--- src/rtl/ram_sdp_pkg.sv ---
// ram_sdp_pkg - definitions shared by the simple-dual-port RAM and its clear
// controller.
//   - RL_ONE / RL_TWO : the legal read latencies
//   - clr_state_t     : clear-engine state encodings (S_IDLE, S_CLEAR)
//   - legal_latency() : helper for the elaboration-time configuration check
// The file is guarded so that it may be pulled into a compile more than once.
`ifndef RAM_SDP_PKG_SV
`define RAM_SDP_PKG_SV

package ram_sdp_pkg;

    localparam int RL_ONE = 1;
    localparam int RL_TWO = 2;

    typedef enum logic {
        S_IDLE  = 1'b0,
        S_CLEAR = 1'b1
    } clr_state_t;

    function automatic bit legal_latency(input int rl);
        return (rl == RL_ONE) || (rl == RL_TWO);
    endfunction

endpackage

`endif

--- src/rtl/ram_clear_ctl.sv ---
// ram_clear_ctl - post-reset clear engine for ram_sdp.
// Sweeps every address once after reset, asserting a write-enable for a zero
// word at each address, then idles until the next reset.
// Ports:
//   clk      in   clock
//   srst     in   synchronous active-high reset; forces CLEAR, counter = 0
//   busy     out  high while the sweep is in progress
//   clr_we   out  clear write enable
//   clr_addr out  clear write address
module ram_clear_ctl
    import ram_sdp_pkg::*;
#(
    parameter int ADDR_WIDTH = 8
) (
    input  logic                  clk,
    input  logic                  srst,
    output logic                  busy,
    output logic                  clr_we,
    output logic [ADDR_WIDTH-1:0] clr_addr
);

    clr_state_t            state_reg, state_next;
    logic [ADDR_WIDTH-1:0] cnt_reg, cnt_next;

    always_ff @(posedge clk) begin
        if (srst) begin
            state_reg <= S_CLEAR;
            cnt_reg   <= '0;
        end else begin
            state_reg <= state_next;
            cnt_reg   <= cnt_next;
        end
    end

    always_comb begin
        state_next = state_reg;
        cnt_next   = cnt_reg;
        clr_we     = 1'b0;
        case (state_reg)
            S_CLEAR: begin
                clr_we   = 1'b1;
                // Counter is exactly ADDR_WIDTH wide, so it wraps back to 0
                // on the same edge that leaves CLEAR.
                cnt_next = cnt_reg + ADDR_WIDTH'(1);
                if (cnt_reg == {ADDR_WIDTH{1'b1}}) begin
                    state_next = S_IDLE;
                end
            end
            S_IDLE: begin
            end
            default: state_next = S_IDLE;
        endcase
    end

    assign busy     = (state_reg == S_CLEAR);
    assign clr_addr = cnt_reg;

endmodule

--- src/rtl/ram_sdp.sv ---
// ram_sdp - simple-dual-port RAM: one masked write port, one read port, one
// clock. Same-address read/write collisions are write-first per lane. Read
// data is registered with a latency of 1 or 2 cycles and qualified by
// or_valid.
// Optional feature: define RAM_CLEAR_EN to include the post-reset clear
// engine (ram_clear_ctl); without it o_busy is tied low and the array is
// not initialised.
// Ports:
//   i_clk, i_rst        clock, synchronous active-high reset
//   i_we/i_waddr/i_wdata/i_wmask   write request, address, data, lane mask
//   i_re/i_raddr        read request, address
//   or_data/or_valid    registered read result and its one-cycle strobe
//   o_busy              clear engine active; requests are dropped
module ram_sdp
    import ram_sdp_pkg::*;
#(
    parameter int ADDR_WIDTH   = 8,
    parameter int DATA_WIDTH   = 8,
    parameter int LANE_WIDTH   = 8,
    parameter int READ_LATENCY = 1
) (
    input  logic                             i_clk,
    input  logic                             i_rst,
    input  logic                             i_we,
    input  logic [ADDR_WIDTH-1:0]            i_waddr,
    input  logic [DATA_WIDTH-1:0]            i_wdata,
    input  logic [DATA_WIDTH/LANE_WIDTH-1:0] i_wmask,
    input  logic                             i_re,
    input  logic [ADDR_WIDTH-1:0]            i_raddr,
    output logic [DATA_WIDTH-1:0]            or_data,
    output logic                             or_valid,
    output logic                             o_busy
);

    localparam int LANES = DATA_WIDTH / LANE_WIDTH;
    localparam int DEPTH = 1 << ADDR_WIDTH;

    generate
        if ((DATA_WIDTH % LANE_WIDTH) != 0 || !legal_latency(READ_LATENCY)) begin : g_bad_cfg
            $error("ram_sdp: DATA_WIDTH must be a multiple of LANE_WIDTH and READ_LATENCY must be 1 or 2");
        end
    endgenerate

    logic                  busy;
    logic                  clr_we;
    logic [ADDR_WIDTH-1:0] clr_addr;

`ifdef RAM_CLEAR_EN
    ram_clear_ctl #(
        .ADDR_WIDTH(ADDR_WIDTH)
    ) u_clear_ctl (
        .clk     (i_clk),
        .srst    (i_rst),
        .busy    (busy),
        .clr_we  (clr_we),
        .clr_addr(clr_addr)
    );
`else
    assign busy     = 1'b0;
    assign clr_we   = 1'b0;
    assign clr_addr = '0;
`endif

    assign o_busy = busy;

    // User requests are only honoured outside reset and outside the sweep.
    logic user_we;
    logic user_re;
    assign user_we = i_we & ~busy & ~i_rst;
    assign user_re = i_re & ~busy & ~i_rst;

    // The clear engine owns the write port while busy.
    logic                  wr_en;
    logic [ADDR_WIDTH-1:0] wr_addr;
    logic [DATA_WIDTH-1:0] wr_data;
    logic [LANES-1:0]      wr_mask;
    assign wr_en   = busy ? clr_we            : user_we;
    assign wr_addr = busy ? clr_addr          : i_waddr;
    assign wr_data = busy ? '0                : i_wdata;
    assign wr_mask = busy ? {LANES{1'b1}}     : i_wmask;

    logic [DATA_WIDTH-1:0] mem [DEPTH];

    always_ff @(posedge i_clk) begin
        if (wr_en) begin
            for (int k = 0; k < LANES; k++) begin
                if (wr_mask[k]) begin
                    mem[wr_addr][k*LANE_WIDTH +: LANE_WIDTH] <= wr_data[k*LANE_WIDTH +: LANE_WIDTH];
                end
            end
        end
    end

    // Write-first bypass: lanes being written this cycle at the read address
    // return the new data, the rest return the stored word.
    logic                  rd_hit;
    logic [DATA_WIDTH-1:0] rd_word;
    assign rd_hit = user_we && (i_waddr == i_raddr);

    genvar gi;
    generate
        for (gi = 0; gi < LANES; gi++) begin : g_lane
            assign rd_word[gi*LANE_WIDTH +: LANE_WIDTH] =
                (rd_hit && i_wmask[gi]) ? i_wdata[gi*LANE_WIDTH +: LANE_WIDTH]
                                        : mem[i_raddr][gi*LANE_WIDTH +: LANE_WIDTH];
        end
    endgenerate

    generate
        if (READ_LATENCY == RL_TWO) begin : g_rl2
            logic [DATA_WIDTH-1:0] s1_data_reg;
            logic                  s1_valid_reg;

            always_ff @(posedge i_clk) begin
                if (i_rst) begin
                    s1_data_reg  <= '0;
                    s1_valid_reg <= 1'b0;
                    or_data      <= '0;
                    or_valid     <= 1'b0;
                end else begin
                    s1_valid_reg <= user_re;
                    if (user_re) begin
                        s1_data_reg <= rd_word;
                    end
                    or_valid <= s1_valid_reg;
                    if (s1_valid_reg) begin
                        or_data <= s1_data_reg;
                    end
                end
            end
        end else begin : g_rl1
            always_ff @(posedge i_clk) begin
                if (i_rst) begin
                    or_data  <= '0;
                    or_valid <= 1'b0;
                end else begin
                    or_valid <= user_re;
                    if (user_re) begin
                        or_data <= rd_word;
                    end
                end
            end
        end
    endgenerate

endmodule

--- config.mk ---
export PLATFORM = sky130hd
export DESIGN_NAME = ram_sdp
export DESIGN_NICKNAME = d
export VERILOG_FILES = /design/src/rtl/ram_sdp_pkg.sv /design/src/rtl/ram_clear_ctl.sv /design/src/rtl/ram_sdp.sv
export SDC_FILE = /design/constraint.sdc
export NUM_CORES = 2
export LEC_CHECK = 0
export ABC_AREA = 0
export BUFFER_PORTS_ARGS = -buffer_cell sky130_fd_sc_hd__buf_2
export CORE_ASPECT_RATIO = 1.2
export CORE_MARGIN = 2
export CORE_UTILIZATION = 44
export CTS_CLUSTER_DIAMETER = 30
export DETAILED_ROUTE_END_ITERATION = 7
export SETUP_SLACK_MARGIN = 0.02
export SYNTH_ARGS = -nofsm -noshare
export SYNTH_HDL_FRONTEND = slang
export SYNTH_HIERARCHICAL = 1
export SYNTH_SLANG_ARGS = --single-unit
--- constraint.sdc ---
create_clock -name i_clk -period 3.5 [get_ports i_clk]
set_input_delay 0.7 -clock i_clk [delete_from_list [all_inputs] [get_ports i_clk]]
set_output_delay 0.7 -clock i_clk [all_outputs]
set_load 0.005 [all_outputs]
* After elaboration in Yosys (flattened, before gate mapping)
Memory sizes are Yosys's and may differ from the RTL's. A register that Yosys moved wholly into a read port is not among the register bits. Index checks and enable logic that the tools add are counted.
Cells by class: multiplexer cells 3, bitwise logic cells 3
Operators with widths (number):
- 2-to-1 mux 1 bit | 3
- bitwise AND 1 bit | 2
- inverter 1 bit | 1
Storage, ports and cells: bits in registers 1, memory bits (writable) 2048, input bits 29, memories 1
Memory list:
- mem | words 256, width 8, rd ports 1, clocked after memory_dff 1, wr ports 1, RTL line ram_sdp.sv:82 | logic [DATA_WIDTH-1:0] mem [DEPTH];

* Depth between registers and ports, before layout
depth in word-level cells 4, gate-level depth with buffers 13

* Worst setup path after synthesis
Ideal clock, no wire load.
path kind input to register, from input port i_raddr[0], to register or_data[5] (read register of mem), library setup time 0.124 ns, data arrival time 2.974 ns, path slack 0.402 ns, stages 9, path buffers 4, cells stage by stage buf_4 > buf_4 > buf_2 > buf_4 > mux4_2 > mux2_2 > o21ai_0 > a31oi_1 > a2111o_1
RTL lines:
- start: declaration | RTL line ram_sdp.sv:29 | input logic [ADDR_WIDTH-1:0] i_raddr,
- end: declaration | RTL line ram_sdp.sv:30 | output logic [DATA_WIDTH-1:0] or_data,

==> out/qor.json <==
{
  "outcome": {"value": "finished clean"},
  "final_min_period_over_clock_period": {"value": 0.925},
  "delay_of_the_slowest_cell_on_the_worst_path": {"value": 0.54, "unit": "ns"},
  "period_needed": {"value": 3.24, "unit": "ns"},
  "fillCellCount": {"value": 13635},
  "drt_first_iter_violations": {"value": 4859},
  "path_clk_slew": {"value": 0.05, "unit": "ns"},
  "first_global_vias": {"value": 42180},
  "synthesis.nets": {"value": 3728},
  "dp.cells": {"value": 6526},
  "syn_avg_cell_area": {"value": 21.6, "unit": "sq um"},
  "die_h": {"value": 471, "unit": "microns"},
  "die-width": {"value": 393, "unit": "microns"},
  "root_buffer": {"value": "sky130_fd_sc_hd__clkbuf_16"},
  "pwr-share-seq": {"value": 0.440},
  "cp-end-kind": {"value": "flip-flop"},
  "route.vias.total": {"value": 41083},
  "number_of_antenna_violations_at_the_first_check_in_global_routing": {"value": 10},
  "holdBufCountCts": {"value": 0},
  "layout.nets": {"value": 4462},
  "clock-sinks": {"value": 2057},
  "gp_congestion": {"value": 0.861},
  "ant_nets": {"value": 0},
  "ys_seq_elements": {"value": 2057},
  "tightestPinTransition": {"value": 1.04, "unit": "ns"},
  "netlist-cell-type-count": {"value": 57},
  "grt_setup_unrepaired": {"value": "no"},
  "post_cts_resize_count": {"value": 0},
  "multiInputGateArea": {"value": 17300, "unit": "sq um"},
  "flow.area_growth_from_synthesis": {"value": 23.0, "unit": "%"},
  "track_usage": {"value": 0.228},
  "pin_count": {"value": 39},
  "slew_headroom": {"value": 0.309},
  "post_cts_setup_repair_buffer_count": {"value": 0},
  "worst_path_max_delay_cell": {"value": "sky130_fd_sc_hd__o21ai_0"},
  "drt-pass1-iter-count": {"value": 5},
  "synth_ff_type": {"value": "sky130_fd_sc_hd__edfxtp_1"},
  "setup_violations": {"value": 0},
  "required": {"value": 4.31, "unit": "ns"},
  "start_util": {"value": 0.442},
  "p_leak": {"value": 32.3, "unit": "nW"},
  "clock_latency": {"value": 0.93, "unit": "ns"},
  "pwr_density_cell": {"value": 628, "unit": "nW/um^2"},
  "ys_async_sr_fraction": {"value": 0},
  "worst_clock_skew": {"value": 0.0494, "unit": "ns"},
  "numCtsBuffers": {"value": 327},
  "grt_first_pass_wirelength": {"value": 301000, "unit": "microns"},
  "dpl.hpwl": {"value": 135000, "unit": "microns"},
  "hp-class": {"value": "primary input to flip-flop"},
  "via_per_inst": {"value": 5.78},
  "mostFrequentLayoutCells": {"value": "sky130_fd_sc_hd__edfxtp_1 (2048), sky130_fd_sc_hd__buf_4 (542), sky130_fd_sc_hd__mux4_2 (531)"},
  "final-seq-area": {"value": 61700, "unit": "sq um"},
  "placed_cell_area": {"value": 87300, "unit": "sq um"},
  "postRouteWirelength": {"value": 210000, "unit": "microns"},
  "cts_buffer_depth": {"value": 4},
  "path_cells": {"value": "buf_8 -> buf_4 -> buf_12 -> buf_12 -> mux4_2 -> mux2i_1 -> o22ai_1 -> a211o_1 -> o21ai_0 -> buf_4 -> nand4_1"},
  "global_route.overflow_total": {"value": 0},
  "fp.coreArea": {"value": 181000, "unit": "sq um"},
  "achievable-frequency": {"value": 0.309, "unit": "GHz"},
  "most_common_cell_after_layout_fill_and_taps_aside": {"value": "sky130_fd_sc_hd__edfxtp_1"},
  "timing_worst_setup_path_type": {"value": "primary input to flip-flop"},
  "synth_area": {"value": 79900, "unit": "sq um"},
  "count_of_buffer_and_inverter_cells_on_the_critical_path": {"value": 5},
  "report.final.hold_viol_count": {"value": 0},
  "row_count": {"value": 171},
  "worst_path_dominant_cell_family": {"value": "buffers and inverters"},
  "drc_errors": {"value": 0},
  "number_of_standard_cells_in_the_final_layout_excluding_fillers": {"value": 7112},
  "critPathArrivalTime": {"value": 4.05, "unit": "ns"},
  "cell_internal_pwr": {"value": 48.4, "unit": "mW"},
  "power.net_switching": {"value": 13.3, "unit": "mW"},
  "yosysWarnings": {"value": 6},
  "slew_violations": {"value": 0},
  "comb_power_share": {"value": 0.044},
  "post_route_cells_drive_above_1_share": {"value": 0.370},
  "cts_tree": {"value": "yes"},
  "vdd_drop_max": {"value": 0.446, "unit": "mV"},
  "cts_max_level": {"value": 5},
  "swShare": {"value": 0.216},
  "worst_setup_path_start_kind": {"value": "primary input"},
  "synth_cells": {"value": 3699},
  "timing.critical_path.fanout_max": {"value": 23},
  "numPortBuffers": {"value": 37},
  "ys_seq_area_frac": {"value": 0.771},
  "grt_max_degree": {"value": 153},
  "die-area": {"value": 185000, "unit": "sq um"},
  "share_clk_of_total_power": {"value": 0.517},
  "postLayoutCellArea": {"value": 98300, "unit": "sq um"},
  "max-cap-violations": {"value": 0},
  "number_of_synthesized_flops_with_an_enable_pin": {"value": 2048},
  "avgRoutedWirePerCell": {"value": 29.5, "unit": "microns"}
}
-- through the flow --
step | setup TNS, ns | total power, mW | hold slack, ns | utilization | setup slack [ns]
global placement | -2.42 | 30.3 | 0.640 | 0.483 | -0.637
detailed placement | -2.60 | 30.4 | 0.659 | 0.483 | -0.634
finish | 0 | 61.8 | 0.263 | 0.544 | 0.261
floorplan | 0 | 28.9 | 0.461 | - | 0.402
global route | 0 | 63.4 | 0.228 | 0.544 | 0.307
CTS | 0 | 62.2 | 0.195 | 0.544 | 0.345
-- cells by family after synthesis --
kind of cell,synth area share
xor+xnor,0.000876
compound gates,0.0198
simple gates,0.0277
buf+inv,0.0131
flops,0.771
mux,0.167
other cells,0.0000469
-- registers in the layout, summed over array words and instances, names as in the netlist --
signal / cells
or_valid: 1
mem: 2048
or_data: 8
-- cells in the mapped netlist (5+ instances only) --
library cell / instances / area (sq um)
sky130_fd_sc_hd__a22oi_1: 26 / 195
sky130_fd_sc_hd__a211oi_1: 32 / 240
sky130_fd_sc_hd__nor4_1: 9 / 56.3
sky130_fd_sc_hd__o22ai_1: 45 / 282
sky130_fd_sc_hd__nor3_1: 15 / 75.1
sky130_fd_sc_hd__nand3_1: 34 / 170
sky130_fd_sc_hd__edfxtp_1: 2048 / 61500
sky130_fd_sc_hd__buf_1: 22 / 82.6
sky130_fd_sc_hd__nor2b_1: 26 / 163
sky130_fd_sc_hd__or3_1: 5 / 31.3
sky130_fd_sc_hd__dfxtp_1: 9 / 180
sky130_fd_sc_hd__mux2_2: 17 / 191
sky130_fd_sc_hd__a21oi_1: 36 / 180
sky130_fd_sc_hd__mux2i_1: 120 / 1200
sky130_fd_sc_hd__a31oi_1: 15 / 93.8
sky130_fd_sc_hd__and2_1: 16 / 100
sky130_fd_sc_hd__buf_2: 56 / 280
sky130_fd_sc_hd__buf_4: 32 / 240
sky130_fd_sc_hd__xor2_1: 8 / 70.1
sky130_fd_sc_hd__or2_2: 5 / 31.3
sky130_fd_sc_hd__nand2b_1: 8 / 50.1
sky130_fd_sc_hd__o21ai_0: 16 / 80.1
sky130_fd_sc_hd__o221ai_1: 12 / 105
sky130_fd_sc_hd__nor2_1: 288 / 1080
sky130_fd_sc_hd__o211ai_1: 10 / 75.1
sky130_fd_sc_hd__mux4_2: 531 / 12000
sky130_fd_sc_hd__nand2_1: 84 / 315
sky130_fd_sc_hd__a221o_1: 5 / 50.1
sky130_fd_sc_hd__nand4_1: 12 / 75.1
sky130_fd_sc_hd__clkbuf_1: 109 / 409
sky130_fd_sc_hd__a211o_1: 6 / 52.6
-- layer usage --
layer / track usage / up-vias / wire length [microns]
met5: 0 / - / 13
met4: 0.0860 / 2 / 7420
met3: 0.0425 / 355 / 15200
met2: 0.371 / 1762 / 104000
met1: 0.306 / 21862 / 82800
li1: - / 17102 / -
-- power by group through the flow --
stage | clock network [mW] | logic (mW) | registers [mW]
5_1_grt | 33.4 | 2.84 | 27.1
3_5_place_dp | 0 | 2.71 | 27.7
4_1_cts | 32.3 | 2.72 | 27.2
2_1_floorplan | 0 | 1.30 | 27.6
6_report | 31.9 | 2.69 | 27.2
3_3_place_gp | 0 | 2.68 | 27.7
-- final cells by class --
type                       instances  area share
clock inverter                   224      0.0251
inverter                           4    0.000153
sequential                      2057       0.627
clock buffer                     356      0.0863
antenna                            6    0.000153
timing repair buffer             626      0.0542
tap                             2422      0.0308
multi-input combinational       1417       0.176
-- worst paths after layout --
path / slack, ns / start / to / depth (start not counted)
max: 0.26 / i_raddr[0] / or_data[2]$_SDFFE_PP0P_ / 11
min: 0.26 / i_wdata[0] / mem[31][0]$_DFFE_PP_ / 1
max reg2reg: 0.38 / mem[198][4]$_DFFE_PP_ / or_data[4]$_SDFFE_PP0P_ / 9
min reg2reg: 0.70 / or_data[2]$_SDFFE_PP0P_ / or_data[2]$_SDFFE_PP0P_ / 2
No activity file was read; power rests on OpenSTA's default activity.
